### config.mk
export PLATFORM = sky130hd
export DESIGN_NAME = argmax_stream
export DESIGN_NICKNAME = d
export VERILOG_FILES = /design/src/rtl/argmax_stream.sv
export SDC_FILE = /design/constraint.sdc
export NUM_CORES = 1
export LEC_CHECK = 0
export CAP_MARGIN = 40
export CORE_ASPECT_RATIO = 0.9
export CORE_MARGIN = 2
export CORE_UTILIZATION = 50
export CTS_BUF_LIST = sky130_fd_sc_hd__clkbuf_8
export CTS_CLUSTER_DIAMETER = 60
export DETAILED_ROUTE_END_ITERATION = 12
export PLACE_DENSITY = 0.85
export SLEW_MARGIN = 10
export SYNTH_ARGS = -nofsm -noshare
export SYNTH_HDL_FRONTEND = slang
export SYNTH_SLANG_ARGS = --single-unit
### constraint.sdc
create_clock -name sys_clk -period 6.3 [get_ports sys_clk]
set_input_delay 1.575 -clock sys_clk [delete_from_list [all_inputs] [get_ports sys_clk]]
set_output_delay 1.575 -clock sys_clk [all_outputs]
set_load 0.01 [all_outputs]
### src/rtl/argmax_stream.sv
// argmax_stream: streaming argmax over one frame of signed class scores.
// A frame is NUM_CLASS beats, or fewer if in_last arrives early. The winning
// index/value is held for the consumer and persists after hand-off, so a
// display downstream keeps showing the last result.
module argmax_stream #(
    parameter int unsigned DATA_W    = 32,
    parameter int unsigned NUM_CLASS = 10,
    parameter int unsigned IDX_W     = 4
) (
    input  logic              sys_clk,
    input  logic              sys_rst,
    input  logic              in_valid,
    output logic              in_ready,
    input  logic [DATA_W-1:0] in_data,
    input  logic              in_last,
    output logic              out_valid,
    input  logic              out_ready,
    output logic [IDX_W-1:0]  max_index,
    output logic [DATA_W-1:0] max_value,
    output logic              frame_err
);

    localparam logic [IDX_W-1:0] LAST_IDX  = IDX_W'(NUM_CLASS - 1);
    localparam logic [IDX_W-1:0] NO_RESULT = '1;

    typedef enum logic [1:0] {
        ST_IDLE  = 2'd0,
        ST_ACCUM = 2'd1,
        ST_HOLD  = 2'd2
    } state_t;

    state_t                    r_state, w_state_nxt;
    logic signed [DATA_W-1:0]  r_run_max, w_run_max_nxt;
    logic [IDX_W-1:0]          r_run_idx, w_run_idx_nxt;
    logic [IDX_W-1:0]          r_cnt, w_cnt_nxt;
    logic                      r_in_ready, w_in_ready_nxt;
    logic                      r_out_valid, w_out_valid_nxt;
    logic [IDX_W-1:0]          r_max_index, w_max_index_nxt;
    logic [DATA_W-1:0]         r_max_value, w_max_value_nxt;
    logic                      r_frame_err, w_frame_err_nxt;

    logic                      w_accept;
    logic [IDX_W-1:0]          w_beat_idx;
    logic                      w_last_beat;
    logic                      w_take;
    logic signed [DATA_W-1:0]  w_cand_max;
    logic [IDX_W-1:0]          w_cand_idx;
    logic                      w_frame_end;

    // Beat position and candidate running max including the current beat.
    always_comb begin
        w_accept    = in_valid && r_in_ready;
        w_beat_idx  = (r_state == ST_IDLE) ? '0 : r_cnt;
        w_last_beat = (w_beat_idx == LAST_IDX);
        // First beat always seeds; later beats win only on strictly greater.
        w_take      = (r_state == ST_IDLE) || ($signed(in_data) > r_run_max);
        w_cand_max  = w_take ? $signed(in_data) : r_run_max;
        w_cand_idx  = w_take ? w_beat_idx : r_run_idx;
        w_frame_end = w_accept && (in_last || w_last_beat);
    end

    // Next-state and next-register values.
    always_comb begin
        w_state_nxt     = r_state;
        w_run_max_nxt   = r_run_max;
        w_run_idx_nxt   = r_run_idx;
        w_cnt_nxt       = r_cnt;
        w_max_index_nxt = r_max_index;
        w_max_value_nxt = r_max_value;
        w_frame_err_nxt = r_frame_err;

        case (r_state)
            ST_IDLE, ST_ACCUM: begin
                if (w_accept) begin
                    w_run_max_nxt = w_cand_max;
                    w_run_idx_nxt = w_cand_idx;
                    if (w_frame_end) begin
                        w_state_nxt     = ST_HOLD;
                        w_cnt_nxt       = '0;
                        w_max_index_nxt = w_cand_idx;
                        w_max_value_nxt = DATA_W'(w_cand_max);
                        // Well-formed only when in_last coincides with the final slot.
                        w_frame_err_nxt = !(in_last && w_last_beat);
                    end else begin
                        w_state_nxt = ST_ACCUM;
                        w_cnt_nxt   = w_beat_idx + IDX_W'(1);
                    end
                end
            end
            ST_HOLD: begin
                if (r_out_valid && out_ready) begin
                    w_state_nxt = ST_IDLE;
                end
            end
            default: begin
                w_state_nxt = ST_IDLE;
            end
        endcase

        w_in_ready_nxt  = (w_state_nxt != ST_HOLD);
        w_out_valid_nxt = (w_state_nxt == ST_HOLD);
    end

    // State and datapath registers with synchronous reset.
    always_ff @(posedge sys_clk) begin
        if (sys_rst) begin
            r_state     <= ST_IDLE;
            r_run_max   <= '0;
            r_run_idx   <= '0;
            r_cnt       <= '0;
            r_in_ready  <= 1'b0;
            r_out_valid <= 1'b0;
            r_max_index <= NO_RESULT;
            r_max_value <= '0;
            r_frame_err <= 1'b0;
        end else begin
            r_state     <= w_state_nxt;
            r_run_max   <= w_run_max_nxt;
            r_run_idx   <= w_run_idx_nxt;
            r_cnt       <= w_cnt_nxt;
            r_in_ready  <= w_in_ready_nxt;
            r_out_valid <= w_out_valid_nxt;
            r_max_index <= w_max_index_nxt;
            r_max_value <= w_max_value_nxt;
            r_frame_err <= w_frame_err_nxt;
        end
    end

    assign in_ready  = r_in_ready;
    assign out_valid = r_out_valid;
    assign max_index = r_max_index;
    assign max_value = r_max_value;
    assign frame_err = r_frame_err;

endmodule

==> results of run 1 <==
## kinds of logic after synthesis
kind of cell | after synthesis | share of synthesized area [%]
adders and majority gates | 34 | 9.25
AOI/OAI and AO/OA | 83 | 14.0
DFF | 81 | 35.3
xor gates and xnor gates | 1 | 0.191
muxes | 33 | 7.18
and+or+nand+nor | 223 | 26.5
buffers and inverters | 78 | 7.67
## registers in the layout, summed over array words and instances (netlist names)
name	cells
out_valid	1
max_index	4
r_state	2
r_run_idx	4
frame_err	1
in_ready	1
r_cnt	4
max_value	32
r_run_max	32
## layer usage
layer | share of wire (%) | vias to the layer above
met2 | 50 | 96
met1 | 45 | 1948
met4 | 1.5 | 0
li1 | - | 2009
met5 | 0 | -
met3 | 4.0 | 14
## cell type report
type	instances	area share, %
Sequential cell	81	28.8
Multi-Input combinational cell	374	47.1
Tap cell	122	2.71
Clock inverter	5	1.38
Inverter	40	2.67
Clock buffer	11	2.69
Timing Repair Buffer	84	14.7
## through the flow
stage	hold slack (ps)	setup slack [ps]	cell area, sq um	total power, W
2_1_floorplan	454	2220	4600	0.000711
3_3_place_gp	469	1460	5380	0.000794
3_5_place_dp	471	1310	5400	0.000805
4_1_cts	483	1680	5630	0.00123
5_1_grt	522	1510	5630	0.00128
6_report	483	1650	5630	0.00123
## where the power goes
group	leakage (nW)	internal (W)	switching (W)	total [W]
clock	0.115	0.000243	0.000190	0.000433
combinational	1.23	0.000114	0.000122	0.000236
sequential	0.661	0.000539	0.0000201	0.000560
## tightest hold or removal path, stage by stage (launching register included)
cell,delay (ps)
dfxtp_1,310
inv_1,50
o32ai_1,80
## synth_stat cells (2+ instances only)
master,number
nand2_1,12
nor2_1,76
o21ai_0,11
nor3_1,3
or4_1,33
clkbuf_1,26
buf_6,7
nand3_1,8
nor2b_1,5
mux2i_1,33
a21o_1,2
o311ai_0,4
nand4_1,12
or2_2,2
dfxtp_1,81
nand2b_1,65
a21oi_1,20
ha_1,34
o32ai_1,4
inv_1,40
buf_2,3
o311a_1,32
## cells in the final DEF, fill, tap and decap left out, types with 2 or more instances in the layout
| master | n |
|---|---|
| nor2_2 | 2 |
| nor2b_1 | 5 |
| nand2_1 | 12 |
| nor3_1 | 2 |
| bufinv_16 | 2 |
| or4_1 | 33 |
| a21oi_1 | 20 |
| o311a_1 | 32 |
| o32ai_1 | 4 |
| nand2b_1 | 65 |
| clkbuf_8 | 11 |
| ha_1 | 34 |
| inv_1 | 40 |
| clkdlybuf4s50_1 | 74 |
| buf_4 | 8 |
| dfxtp_1 | 81 |
| clkinv_2 | 2 |
| o21ai_0 | 10 |
| nand4_1 | 12 |
| mux2i_1 | 33 |
| nor2_1 | 74 |
| a21o_1 | 2 |
| nand3_1 | 8 |
| or2_2 | 2 |
| o311ai_0 | 4 |
## worst max-delay path by stage
stage / from / endpoint / slack [ps] / cells after the start
after floorplan: in_data[31] / max_value[10]$_SDFFE_PP0P_ / 2220 / 9
after global placement: in_data[31] / r_run_max[5]$_SDFFE_PP0P_ / 1460 / 10
after detailed placement: in_data[31] / r_run_max[8]$_SDFFE_PP0P_ / 1310 / 10
after CTS: in_data[31] / r_run_max[8]$_SDFFE_PP0P_ / 1680 / 10
after global routing: in_data[31] / r_run_max[9]$_SDFFE_PP0P_ / 1510 / 10
final: in_data[31] / r_run_max[31]$_SDFFE_PP0P_ / 1650 / 10
==> qor.yml, run 1 <==
r2r_cells: 9
yosysTopAreaCell: "dfxtp_1"
diodes: 0
fillers: 741
num_vias: 4067
wl_per_cell_microns: 15.6
yosysSeqAreaShare_pct: 35.3
ys.flop_type: "dfxtp_1"
drive_above_1_share_pct: 5.88
stdcell_count: 717
hold_depth: 2
synth_nets: 604
cp-start-kind: "input port"
min_to: "r_run_idx[2]$_SDFFE_PP0P_"
cap_viol_max_count: 0
synth-seq-cells: 81
setup_tns_ps: 0
ff2ff_setup_slack_ps: 2970
wl_mm: 11.2
critPathBufInv: 3
cp.required_ps: 6580
grt_overflow: 0
end_kind: "flip-flop"
synth_area_sq_um: 4600
grt_max_degree: 70
core_sq_um: 9040
path_delay_family: "simple AND/OR/NAND/NOR gates"
dieWidth_microns: 105
area.sequential_sq_um: 1620
synth_top_area_share_pct: 35.3
cts_resized: 0
post-route-period-util_pct: 73.8
cpPeakStageDelay_ps: 550
hold_viol: 0
grt_antenna_before_repair: 0
power.density_nw_per_um2: 218
crit_type: "input port to flip-flop"
r2r-end: "max_index[3]$_SDFFE_PP1P_"
track_usage_pct: 23.3
grt_pass1_vias: 4109
synth_edf_count: 0
drtIter0Drc: 198
worst_clock_skew_ps: 7.94
period_needed_ps: 4650
postRouteAntennaNets: 0
post_synth.cell_area_avg_sq_um: 8.63
vdd_drop_max_mv: 0.113
nets: 661
cp_common_cell: "buf_4"
io_pins: 76
root_buffer: "clkbuf_8"
cts.sinks: 81
htreeDepth: 3
viasPerCell: 5.67
worstHoldStart: "r_run_idx[2]$_SDFFE_PP0P_"
gp_congestion: 0.890
top_usage_layer: "met2"
path_clk_slew_ps: 80
final_core_util_pct: 62.3
dieArea_sq_um: 9980
leakage_nw: 2.01
dieHeight_microns: 95.0
yosys_warnings: 0
fmax_mhz: 215
critical_path_arrival_ps: 4930
slew_viol_final: 0
clk_latency_ps: 360
cts_made_buffers: 9
synth_cell_types: 42
tightest_slew_ps: 643
hp-class: "flip-flop to flip-flop"
area_growth_pct: 22.4
status: "finished clean"
use_met3_pct: 4.49
crit_fanout: 33
cts_tree: "yes"
initial_core_util_pct: 50.9
clockBufferDepth: 2
grt_pass1_wl_mm: 18.8
rr_startpoint: "r_state[1]$_SDFF_PP0_"
setup_violations: 0
dp_hpwl_mm: 7.58
drt_pass1_iterations: 4
syn_inst: 533
dp_cells: 701
io_buffers: 75
multiInputGateArea_sq_um: 2650
hold_buffers: 0
yosys-top-cells-area: "dfxtp_1 35%, ha_1 9.3%, nand2b_1 8.8%"
met1_usage_pct: 27.0
drcViolationCount: 0
async_flop_share_pct: 0
relSlewSlack_pct: 57.1
path_cells: "clkdlybuf4s50_1 -> ha_1 -> nand4_2 -> or4_4 -> or3_1 -> and4_1 -> buf_4 -> nor3_2 -> buf_4 -> mux2i_1"
grt_setup_unrepaired: "no"
slowest_stage: "or4_4"
placementRows: 33
postCtsSetupBuffers: 0
use_met2_pct: 42.9
No activity file was read; power rests on OpenSTA's default activity.
==> run 2: changes to the inputs <==
--- a/config.mk
+++ b/config.mk
@@ -12,7 +12,7 @@
 export CTS_BUF_LIST = sky130_fd_sc_hd__clkbuf_8
 export CTS_CLUSTER_DIAMETER = 60
 export DETAILED_ROUTE_END_ITERATION = 12
-export PLACE_DENSITY = 0.85
+export PLACE_DENSITY = 0.88
 export SLEW_MARGIN = 10
 export SYNTH_ARGS = -nofsm -noshare
 export SYNTH_HDL_FRONTEND = slang
==> constraint.sdc (replaced) <==
create_clock -name sys_clk -period 3.9 [get_ports sys_clk]
set_input_delay 0.975 -clock sys_clk [delete_from_list [all_inputs] [get_ports sys_clk]]
set_output_delay 0.975 -clock sys_clk [all_outputs]
set_load 0.01 [all_outputs]
==> run 2 against run 1 <==
Effect of this change:
- register-to-register slack got worse by 2200 ps
- flip-flop and latch count is the same
- hold slack got worse by 1.6 ps
- die area is the same
- largest power group unchanged
==> qor.yml, run 2 (same netlist as run 1, synthesis figures left out) <==
drive_above_1_share_pct: 9.79
postCtsSetupBuffers: 0
mostFrequentLayoutCell: "dfxtp_1"
root_buffer: "clkbuf_8"
period_needed_ps: 3810
switching_power_w: 0.000526
tightest_slew_ps: 731
postRouteAntennaNets: 0
vdd_drop_max_mv: 0.188
cts.sinks: 81
hold_buffers: 0
dieWidth_microns: 105
hold_viol: 0
clk_latency_ps: 360
drcViolationCount: 0
comb_power_share_pct: 22.5
wl_per_cell_microns: 16.0
power.density_nw_per_um2: 320
worst_clock_skew_ps: 11.8
initial_core_util_pct: 50.9
slowest_stage: "or4_4"
cap_viol_max_count: 0
num_vias: 4316
p_int_w: 0.00133
worst_slack_ps: 88.4
stdcell_count: 745
placementRows: 33
grt_antenna_before_repair: 0
clockBufferDepth: 2
io_buffers: 75
critical_path_arrival_ps: 4070
cts_resized: 0
cpPeakStageDelay_ps: 590
grt_pass1_wl_mm: 19.8
dieArea_sq_um: 9980
final_cell_mix: "81 x dfxtp_1, 74 x nor2_1, 74 x clkdlybuf4s50_1, 65 x nand2b_1, 43 x inv_1"
grt_overflow: 0
path_cells: "clkdlybuf4s50_1 -> ha_1 -> nand4_1 -> or4_4 -> or3_1 -> and4_2 -> nor3_2 -> buf_12 -> mux2i_1"
end_kind: "flip-flop"
grt_pass1_vias: 4240
dieHeight_microns: 95.0
fin_area_sq_um: 5800
post-route-period-util_pct: 97.7
nets: 691
wl_mm: 12.0
setup_tns_ps: 0
clkPwrFrac_pct: 28.8
gp_congestion: 0.815
dp_hpwl_mm: 8.32
cp.required_ps: 4160
cts_made_buffers: 9
setup_violations: 0
met1_usage_pct: 29.8
hold_slack_ps: 481
core_sq_um: 9040
viasPerCell: 5.79
status: "finished clean"
path_clk_slew_ps: 70
seqPwrFrac_pct: 48.7
swShare_pct: 28.3
crit_fanout: 26
top_usage_layer: "met2"
fmax_mhz: 262
hp-class: "flip-flop to flip-flop"
relSlewSlack_pct: 51.3
grt_setup_unrepaired: "no"
cts_tree: "yes"
area_growth_pct: 26.2
use_met2_pct: 42.8
cp-start-kind: "input port"
use_met3_pct: 5.11
place_ws_ps: -250
drt_pass1_iterations: 4
leakage_nw: 2.14
io_pins: 76
dp_cells: 731
placed_area_sq_um: 5640
crit_type: "input port to flip-flop"
track_usage_pct: 24.6
grt_max_degree: 45
slew_viol_final: 0
htreeDepth: 3
diodes: 0
drtIter0Drc: 189
run 2: final cells by class:
cell class / instances / area (sq um)
flip-flops and latches: 81 / 1620
multi-input cells: 374 / 2650
repair buffers: 114 / 1060
clock inverters: 3 / 11.3
clock buffers: 11 / 151
well taps: 122 / 153
fillers: 682 / 3240
inverters: 40 / 150
run 2: stage by stage:
| step | util, % | power [W] |
|---|---|---|
| 2_1_floorplan | - | 0.00115 |
| 3_3_place_gp | 62.4 | 0.00131 |
| 3_5_place_dp | 62.4 | 0.00133 |
| 4_1_cts | 64.2 | 0.00187 |
| 5_1_grt | 64.2 | 0.00194 |
| 6_report | 64.2 | 0.00186 |
run 2: final timing paths:
path	start	end	slack (ps)	cells after the start
worst max-delay path	in_data[25]	r_run_max[15]$_SDFFE_PP0P_	90	9
worst max register to register	r_run_max[27]$_SDFFE_PP0P_	r_run_max[15]$_SDFFE_PP0P_	740	9
worst min register to register	r_run_idx[3]$_SDFFE_PP0P_	r_run_idx[3]$_SDFFE_PP0P_	480	2
worst min-delay path	r_run_idx[3]$_SDFFE_PP0P_	r_run_idx[3]$_SDFFE_PP0P_	480	2
run 2: per-layer routing:
metal | wire length [microns] | vias to the layer above
li1 | - | 2076
met1 | 5210 | 2051
met2 | 5830 | 158
met3 | 659 | 31
met4 | 255 | 0
met5 | 0 | -
run 2: power by group through the flow:
stage               Combinational, W  Clock [W]  Sequential [W]
floorplan                   0.000224          0        0.000925
CTS                         0.000417   0.000547        0.000903
global route                0.000458   0.000577        0.000909
finish                      0.000419   0.000536        0.000905
detailed placement          0.000411          0        0.000922
global placement            0.000394          0        0.000920
run 2: critical path, delay by kind of cell:
kind	cells	cell delay (ps)
buf+inv	2	710
mux	1	300
simple gates	5	1760
fa+ha+maj	1	320
